===== src/rtl/lsu_axil_master.sv =====
// lsu_axil_master: single-outstanding load/store to AXI-lite bridge (optional LSU_MISALIGN_CHECK_EN traps misaligned accesses)
module lsu_axil_master (
  input  logic        clk,
  input  logic        rst,
  input  logic        req_valid,
  output logic        req_ready,
  input  logic        req_wen,
  input  logic [31:0] req_addr,
  input  logic [31:0] req_wdata,
  input  logic [1:0]  req_size,
  input  logic        req_unsigned,
  output logic        resp_valid,
  input  logic        resp_ready,
  output logic [31:0] resp_rdata,
  output logic        resp_err,
  output logic [31:0] araddr,
  output logic        arvalid,
  input  logic        arready,
  input  logic [31:0] rdata,
  input  logic [1:0]  rresp,
  input  logic        rvalid,
  output logic        rready,
  output logic [31:0] awaddr,
  output logic        awvalid,
  input  logic        awready,
  output logic [31:0] wdata,
  output logic [3:0]  wstrb,
  output logic        wvalid,
  input  logic        wready,
  input  logic [1:0]  bresp,
  input  logic        bvalid,
  output logic        bready
);
  typedef enum logic [2:0] {IDLE, RD_ADDR, RD_DATA, WR_REQ, WR_RESP, RESP} state_t;
  state_t state, state_n;
  logic        wen_q, uns_q, aw_done, w_done, accept, misalign, aw_hs, w_hs;
  logic [31:0] addr_q, wdata_q, sh, ext;
  logic [1:0]  size_q;
  logic [3:0]  strb;
  assign accept = req_valid && req_ready;
`ifdef LSU_MISALIGN_CHECK_EN
  assign misalign = (req_size == 2'd1 && req_addr[0]) || (req_size[1] && req_addr[1:0] != 2'b00);
`else
  assign misalign = 1'b0;
`endif
  assign req_ready  = state == IDLE && !rst;
  assign arvalid    = state == RD_ADDR;
  assign rready     = state == RD_DATA;
  assign awvalid    = state == WR_REQ && !aw_done;
  assign wvalid     = state == WR_REQ && !w_done;
  assign bready     = state == WR_RESP;
  assign resp_valid = state == RESP;
  assign araddr     = {addr_q[31:2], 2'b00};
  assign awaddr     = {addr_q[31:2], 2'b00};
  assign wdata      = wdata_q << {addr_q[1:0], 3'b000};
  assign strb       = size_q == 2'd0 ? 4'b0001 : size_q == 2'd1 ? 4'b0011 : 4'b1111;
  assign wstrb      = strb << addr_q[1:0];
  assign sh         = rdata >> {addr_q[1:0], 3'b000};
  assign ext        = size_q == 2'd0 ? {{24{!uns_q && sh[7]}}, sh[7:0]} :
                      size_q == 2'd1 ? {{16{!uns_q && sh[15]}}, sh[15:0]} : sh;
  assign aw_hs      = awvalid && awready;
  assign w_hs       = wvalid && wready;
  // state register; reset abandons any transaction in flight
  always_ff @(posedge clk)
    state <= rst ? IDLE : state_n;
  // next-state: one bus transaction per request, response held until taken
  always_comb begin
    state_n = state;
    case (state)
      IDLE:    if (accept) state_n = misalign ? RESP : req_wen ? WR_REQ : RD_ADDR;
      RD_ADDR: if (arready) state_n = RD_DATA;
      RD_DATA: if (rvalid) state_n = RESP;
      WR_REQ:  if ((aw_done || aw_hs) && (w_done || w_hs)) state_n = WR_RESP;
      WR_RESP: if (bvalid) state_n = RESP;
      RESP:    if (resp_ready) state_n = IDLE;
      default: state_n = IDLE;
    endcase
  end
  // request capture, write-channel bookkeeping and response formation
  always_ff @(posedge clk) begin
    if (rst) begin
      wen_q      <= 1'b0;
      uns_q      <= 1'b0;
      addr_q     <= '0;
      wdata_q    <= '0;
      size_q     <= '0;
      aw_done    <= 1'b0;
      w_done     <= 1'b0;
      resp_rdata <= '0;
      resp_err   <= 1'b0;
    end else begin
      if (accept) begin
        wen_q      <= req_wen;
        uns_q      <= req_unsigned;
        addr_q     <= req_addr;
        wdata_q    <= req_wdata;
        size_q     <= req_size;
        aw_done    <= 1'b0;
        w_done     <= 1'b0;
        resp_rdata <= '0;
        resp_err   <= misalign;
      end
      if (aw_hs) aw_done <= 1'b1;
      if (w_hs) w_done <= 1'b1;
      if (rready && rvalid) begin
        resp_rdata <= rresp != 2'd0 ? 32'd0 : ext;
        resp_err   <= rresp != 2'd0;
      end
      if (bready && bvalid) resp_err <= bresp != 2'd0;
    end
  end
endmodule


===== config.mk =====
export PLATFORM = sky130hd
export DESIGN_NAME = lsu_axil_master
export DESIGN_NICKNAME = d
export VERILOG_FILES = /design/src/rtl/lsu_axil_master.sv
export SDC_FILE = /design/constraint.sdc
export NUM_CORES = 1
export LEC_CHECK = 0
export CAP_MARGIN = 20
export CORE_MARGIN = 2
export CORE_UTILIZATION = 40
export CTS_BUF_LIST = sky130_fd_sc_hd__clkbuf_2
export DETAILED_ROUTE_END_ITERATION = 16
export PLACE_DENSITY = 0.78
export SYNTH_ARGS = -nofsm -noshare
export SYNTH_HDL_FRONTEND = slang
export SYNTH_SLANG_ARGS = --single-unit
export TNS_END_PERCENT = 5

===== constraint.sdc =====
create_clock -name clk -period 5.69 [get_ports clk]
set_input_delay 1.707 -clock clk [delete_from_list [all_inputs] [get_ports clk]]
set_output_delay 1.707 -clock clk [all_outputs]
set_load 0.01 [all_outputs]

==> reports/results.ini, run 1 <==
[outcome]
status = completed

[detailed_routing]
drt_iter0_drc = 326
num_vias = 5159
avgViaCountPerCell = 5.128
drc = 0
ant_nets = 0
wl_um = 16350
routedWlPerCell_um = 16.26
first_pass_iters = 5

[clocking]
hold_buffers = 0
cts_buffers = 9
htree_levels = 3
clkTransAtPathRegs_ps = 250
cts_resized = 0
cts_tree = built
cts_num_sinks = 105
post-cts-setup-buffers = 0
root_buffer = clkbuf_2
clk_path_buf_depth = 2
clock_latency_ps = 600

[floorplan]
die_x_um = 120.1
initial_utilization = 0.4086
fp-row-count = 42
dieArea_um2 = 14420
die_y_um = 120.1
io_pins = 253
coreArea_um2 = 13190

[final_layout]
drive_above_1_share = 0.05911
multiInputGateArea_um2 = 2565
regArea_um2 = 2105
area_delta_synth_final_pct = 40.59
fillers = 1224
layout.nets = 937
fin_cells = 1006

[synth]
synth_area_leaders = dfxtp_1 (39%), nand2_1 (11%), buf_4 (9.2%)
yosys-top-cells-count = nand2_1 (163), dfxtp_1 (105), nand3_1 (67)
ys_types = 51
syn_area_per_cell_um2 = 8.067
synth_area_um2 = 5389
yosysTopAreaCellShare = 0.3901
synth-seq-cells = 105
synthXorXnorAreaFrac = 0.001625
yosys.area_share.simple = 0.2591
synthFlopType = dfxtp_1
async_reset_ff_frac = 0
synth_fa_ha_area_frac = 0
synth.most_common_cell = nand2_1
synth_warnings = 0
netlist.top_cell.by_area = dfxtp_1
synth_mux_area_frac = 0.07128
synth_top_family_by_area = simple AND/OR/NAND/NOR gates
seq_area_frac_synth = 0.3901
netlist_instances = 668
synth_compound_area_frac = 0.1405
synth_enable_flop_cells = 0

[min_path]
whs_endpoint = wdata_q[23]
whs_path_depth = 2
hp-start = wdata_q[23]
hp-class = flop to flop

[sta]
setup_tns_ps = 0
tightest_slew_ps = 785.7
setup_violations = 0
skew_ps = 28.79
period_needed_ps = 4703
finalCritPeriodShare = 0.8265
max_freq_mhz = 212.6
hold_violations = 0
rsz0062_at_grt = false
finalMaxSlewViolations = 0
worst_slew_margin_rel = 0.4762

[global_route]
grt_pass1_wl_um = 25100
grt_max_degree = 69
antenna_found_initial = 1
overflow = 0
first_global_vias = 4647
grt_usage = 0.2210

[critical_path]
crit_path_end_kind = primary output
cp-start-kind = primary input
crit_type = primary input to primary output
critPathMaxFanout = 3
worstPathRequired_ps = 3980
r2r_slack_ps = 3100
r2r_end = resp_rdata[28]
r2r_cells = 5
crit_arrival_ps = 3000
r2r_start = addr_q[1]

[place]
hpwl_um = 11760
routabilityCongestion = 0.8957
placed_cells = 988
port_buffers = 248

[power_and_ir_drop]
leakage_nw = 3.069
powerDensity_nw_per_um2 = 337.1
vdd_drop_max_v = 0.0002187

[run]
drv_cap = 0

-- metrics by stage --
step	worst slack (ps)	instance area (um^2)	hold WS [ps]	utilization	total power, mW
CTS	991.3	7559	473.6	0.5730	2.569
detailed placement	998.0	7447	445.3	0.5646	2.210
global placement	1002	7447	440.7	0.5646	2.197
finish	987.4	7576	471.2	0.5744	2.554
global route	910.4	7576	487.3	0.5744	2.722
floorplan	1981	5400	429.5	-	1.743
-- critical path: stages --
cell and delay, ps:
clkdlybuf4s50_1 430, nor4_2 250, clkdlybuf4s50_1 600
-- layout by cell type, fill, tap and decap left out, drive strengths merged, types with 3 or more instances in the layout --
cell type	count
nor4	3
a22o	8
a221o	8
nor2	27
a211o	8
dfxtp	105
conb	4
inv	4
mux2	9
nor2b	18
buf	9
clkbuf	11
clkdlybuf4s50	248
nand2	163
and3	4
o21ai	18
mux2i	26
nor3	5
a21oi	21
nand3	67
and2	9
clkinv	3
a211oi	10
a32oi	16
-- metal layers --
| layer | wire [um] | part of all wire | GRT usage | vias to the layer above |
|---|---|---|---|---|
| met4 | 434 | 0.027 | 0.09779 | 0 |
| li1 | - | - | - | 2526 |
| met5 | 0 | 0 | 0 | - |
| met1 | 7256 | 0.44 | 0.2991 | 2383 |
| met2 | 7392 | 0.45 | 0.3352 | 223 |
| met3 | 1269 | 0.078 | 0.05086 | 27 |
-- area by class of cell --
cell class	count	area share
Clock inverter	5	0.007432
Timing Repair Buffer	257	0.3376
Multi-Input combinational cell	447	0.3386
Inverter	4	0.001982
Clock buffer	11	0.007267
Tap cell	176	0.02907
Antenna cell	1	0.0003303
Sequential cell	105	0.2778
-- sequential cells by signal, summed over array words and instances (netlist names) --
name and cells:
wdata_q 32, addr_q 32, w_done 1, resp_rdata 32, uns_q 1, resp_err 1
state 3, aw_done 1, size_q 2
-- logic make-up after synthesis --
logic type	Yosys count
AOI/OAI and AO/OA	100
muxes	36
other	1
xor gates and xnor gates	1
and+or+nand+nor	306
DFF	105
buffers and inverters	119
-- power by group --
part           switching [mW]  internal, mW
logic                   0.570         0.619
registers               0.147         0.866
clock network           0.248         0.104
-- how the worst max path moves through the flow --
stage / from / end / slack [ps] / cells after the start
final: rst / req_ready / 990 / 3
after global routing: addr_q[1] / wdata[22] / 910 / 5
after CTS: rst / req_ready / 990 / 3
after detailed placement: rst / req_ready / 1000 / 3
after global placement: rst / req_ready / 1000 / 3
after floorplan: rst / req_ready / 1980 / 1
No activity file was read; power rests on OpenSTA's default activity.
==> run 2: changes to the inputs <==
clock period = 4.42 ns   (was 5.69 ns; I/O delays follow)
==> reports/results.ini, run 2 (same netlist as run 1, synthesis figures left out) <==
[outcome]
status = completed  ; unchanged

[final_layout]
reg.largest.list = addr_q: 32 flops, resp_rdata: 32 flops, wdata_q: 32 flops  ; unchanged
layout.nets = 938  ; was 937
area_delta_synth_final_pct = 40.56  ; was 40.59%
multiInputGateArea_um2 = 2565  ; unchanged
regArea_um2 = 2105  ; unchanged
drive_above_1_share = 0.05556  ; was 0.05911
final_common_cell = clkdlybuf4s50_1  ; unchanged
fillers = 1234  ; was 1224
final_cell_mix = clkdlybuf4s50_1 (248), nand2_1 (162), dfxtp_1 (103)  ; unchanged

[clocking]
cts_resized = 0  ; unchanged
root_buffer = clkbuf_2  ; unchanged
clkTransAtPathRegs_ps = 230  ; was 250 ps
htree_levels = 3  ; unchanged
cts_num_sinks = 105  ; unchanged
clock_latency_ps = 580  ; was 600 ps
clk_path_buf_depth = 2  ; unchanged
cts_tree = built  ; unchanged
cts_buffers = 9  ; unchanged
post-cts-setup-buffers = 0  ; unchanged
hold_buffers = 0  ; unchanged

[power_and_ir_drop]
vdd_drop_max_v = 0.0002261  ; was 0.0002187 V
clkPwrFrac = 0.115  ; was 0.138
powerDensity_nw_per_um2 = 424.1  ; was 337.1 nW/um^2
p_seq_frac = 0.403  ; was 0.397
p_int_mw = 1.989  ; was 1.589 mW
leakage_nw = 3.059  ; was 3.069 nW
switching_power_mw = 1.224  ; was 964.4 uW
switching_share = 0.3808  ; was 0.3776
share_comb_of_total_power = 0.482  ; was 0.465
power.total_mw = 3.213  ; was 2.554 mW

[sta]
finalCritPeriodShare = 0.8986
finalMaxSlewViolations = 0  ; unchanged
setup_violations = 0  ; unchanged
max_freq_mhz = 251.8
skew_ps = 28.90  ; was 28.79 ps
hold_violations = 0  ; unchanged
rsz0062_at_grt = false  ; unchanged
worst_slew_margin_rel = 0.5267  ; was 0.4762
setup_tns_ps = 0  ; unchanged
tightest_slew_ps = 707.4  ; was 785.7 ps
period_needed_ps = 3972

[critical_path]
cpMostUsedCell = clkdlybuf4s50_1  ; unchanged
worstPathRequired_ps = 3090  ; was 3980 ps
crit_path_end_kind = primary output  ; unchanged
cp-start-kind = primary input  ; unchanged
path_cells = clkdlybuf4s50_1 -> nor4_2 -> clkdlybuf4s50_1  ; unchanged
cp_slowest_stage_delay_ps = 610  ; was 600 ps
critPathMaxFanout = 3  ; unchanged
crit_arrival_ps = 2650  ; was 3000 ps
crit_type = primary input to primary output  ; unchanged
crit_slowest_cell = clkdlybuf4s50_1  ; unchanged

[global_route]
grt_pass1_wl_um = 25390  ; was 25100 um
first_global_vias = 4650  ; was 4647
overflow = 0  ; unchanged
grt_usage = 0.2227  ; was 0.2210
antenna_found_initial = 2  ; was 1
grt_max_degree = 46  ; was 69

[min_path]
hp-class = flop to flop  ; unchanged

[run]
drv_cap = 0  ; unchanged

[floorplan]
fp-row-count = 42  ; unchanged
die_x_um = 120.1  ; unchanged
coreArea_um2 = 13190  ; unchanged
initial_utilization = 0.4086  ; unchanged
die_y_um = 120.1  ; unchanged
io_pins = 253  ; unchanged
dieArea_um2 = 14420  ; unchanged

[detailed_routing]
drt_iter0_drc = 338  ; was 326
routedWlPerCell_um = 16.20  ; was 16.26 um
num_vias = 5122  ; was 5159
first_pass_iters = 4  ; was 5
drc = 0  ; unchanged
ant_nets = 0  ; unchanged
avgViaCountPerCell = 5.097  ; was 5.128
wl_um = 16280  ; was 16350 um

[place]
routabilityCongestion = 0.8784  ; was 0.8957
port_buffers = 248  ; unchanged
hpwl_um = 11910  ; was 11760 um

==> run 2: path summary, 6_finish.rpt <==
| kind | from | to | slack [ps] | cells after the start |
|---|---|---|---|---|
| min reg2reg | wdata_q[28] | wdata_q[28] | 470 | 2 |
| min | wdata_q[28] | wdata_q[28] | 470 | 2 |
| max reg2reg | addr_q[1] | resp_rdata[25] | 2180 | 5 |
| max | rst | req_ready | 450 | 3 |
==> run 2: worst max-delay path: cells and delay by family <==
family | cells | cell delay [ps]
simple gates | 1 | 270
buf+inv | 2 | 1050
==> run 2: layout make-up <==
class,instances,share of cell area
diodes,1,0.0003304
clock buffers,10,0.006607
clock inverters,4,0.002973
inverters,4,0.001982
multi-input cells,447,0.3386
flip-flops and latches,105,0.2778
well taps,176,0.02907
repair buffers,258,0.3426
==> run 2: layer usage <==
layer / up-vias / GRT usage / share of wire
met5: - / 0 / 0.00080
met2: 195 / 0.3537 / 0.48
met4: 2 / 0.06471 / 0.011
met3: 14 / 0.05894 / 0.079
met1: 2380 / 0.2970 / 0.43
li1: 2531 / - / -
==> run 2: per-stage QoR <==
stage | instance area [um^2] | std cells | hold slack [ps] | setup WS [ps] | util
global placement | 7500 | 990 | 440.4 | 507.5 | 0.5686
global route | 7575 | 1005 | 497.3 | 351.6 | 0.5743
floorplan | 5400 | 671 | 429.5 | 1473 | -
finish | 7575 | 1005 | 465.8 | 448.0 | 0.5743
detailed placement | 7500 | 990 | 442.4 | 458.5 | 0.5686
CTS | 7572 | 1004 | 469.1 | 453.1 | 0.5741
==> run 2: power by group through the flow <==
stage               registers, mW  logic (mW)  clock network (mW)
global placement             1.31        1.54                   0
global route                 1.33        1.68               0.429
CTS                          1.30        1.56               0.389
floorplan                    1.23        1.02                   0
detailed placement           1.32        1.55                   0
finish                       1.30        1.55               0.369
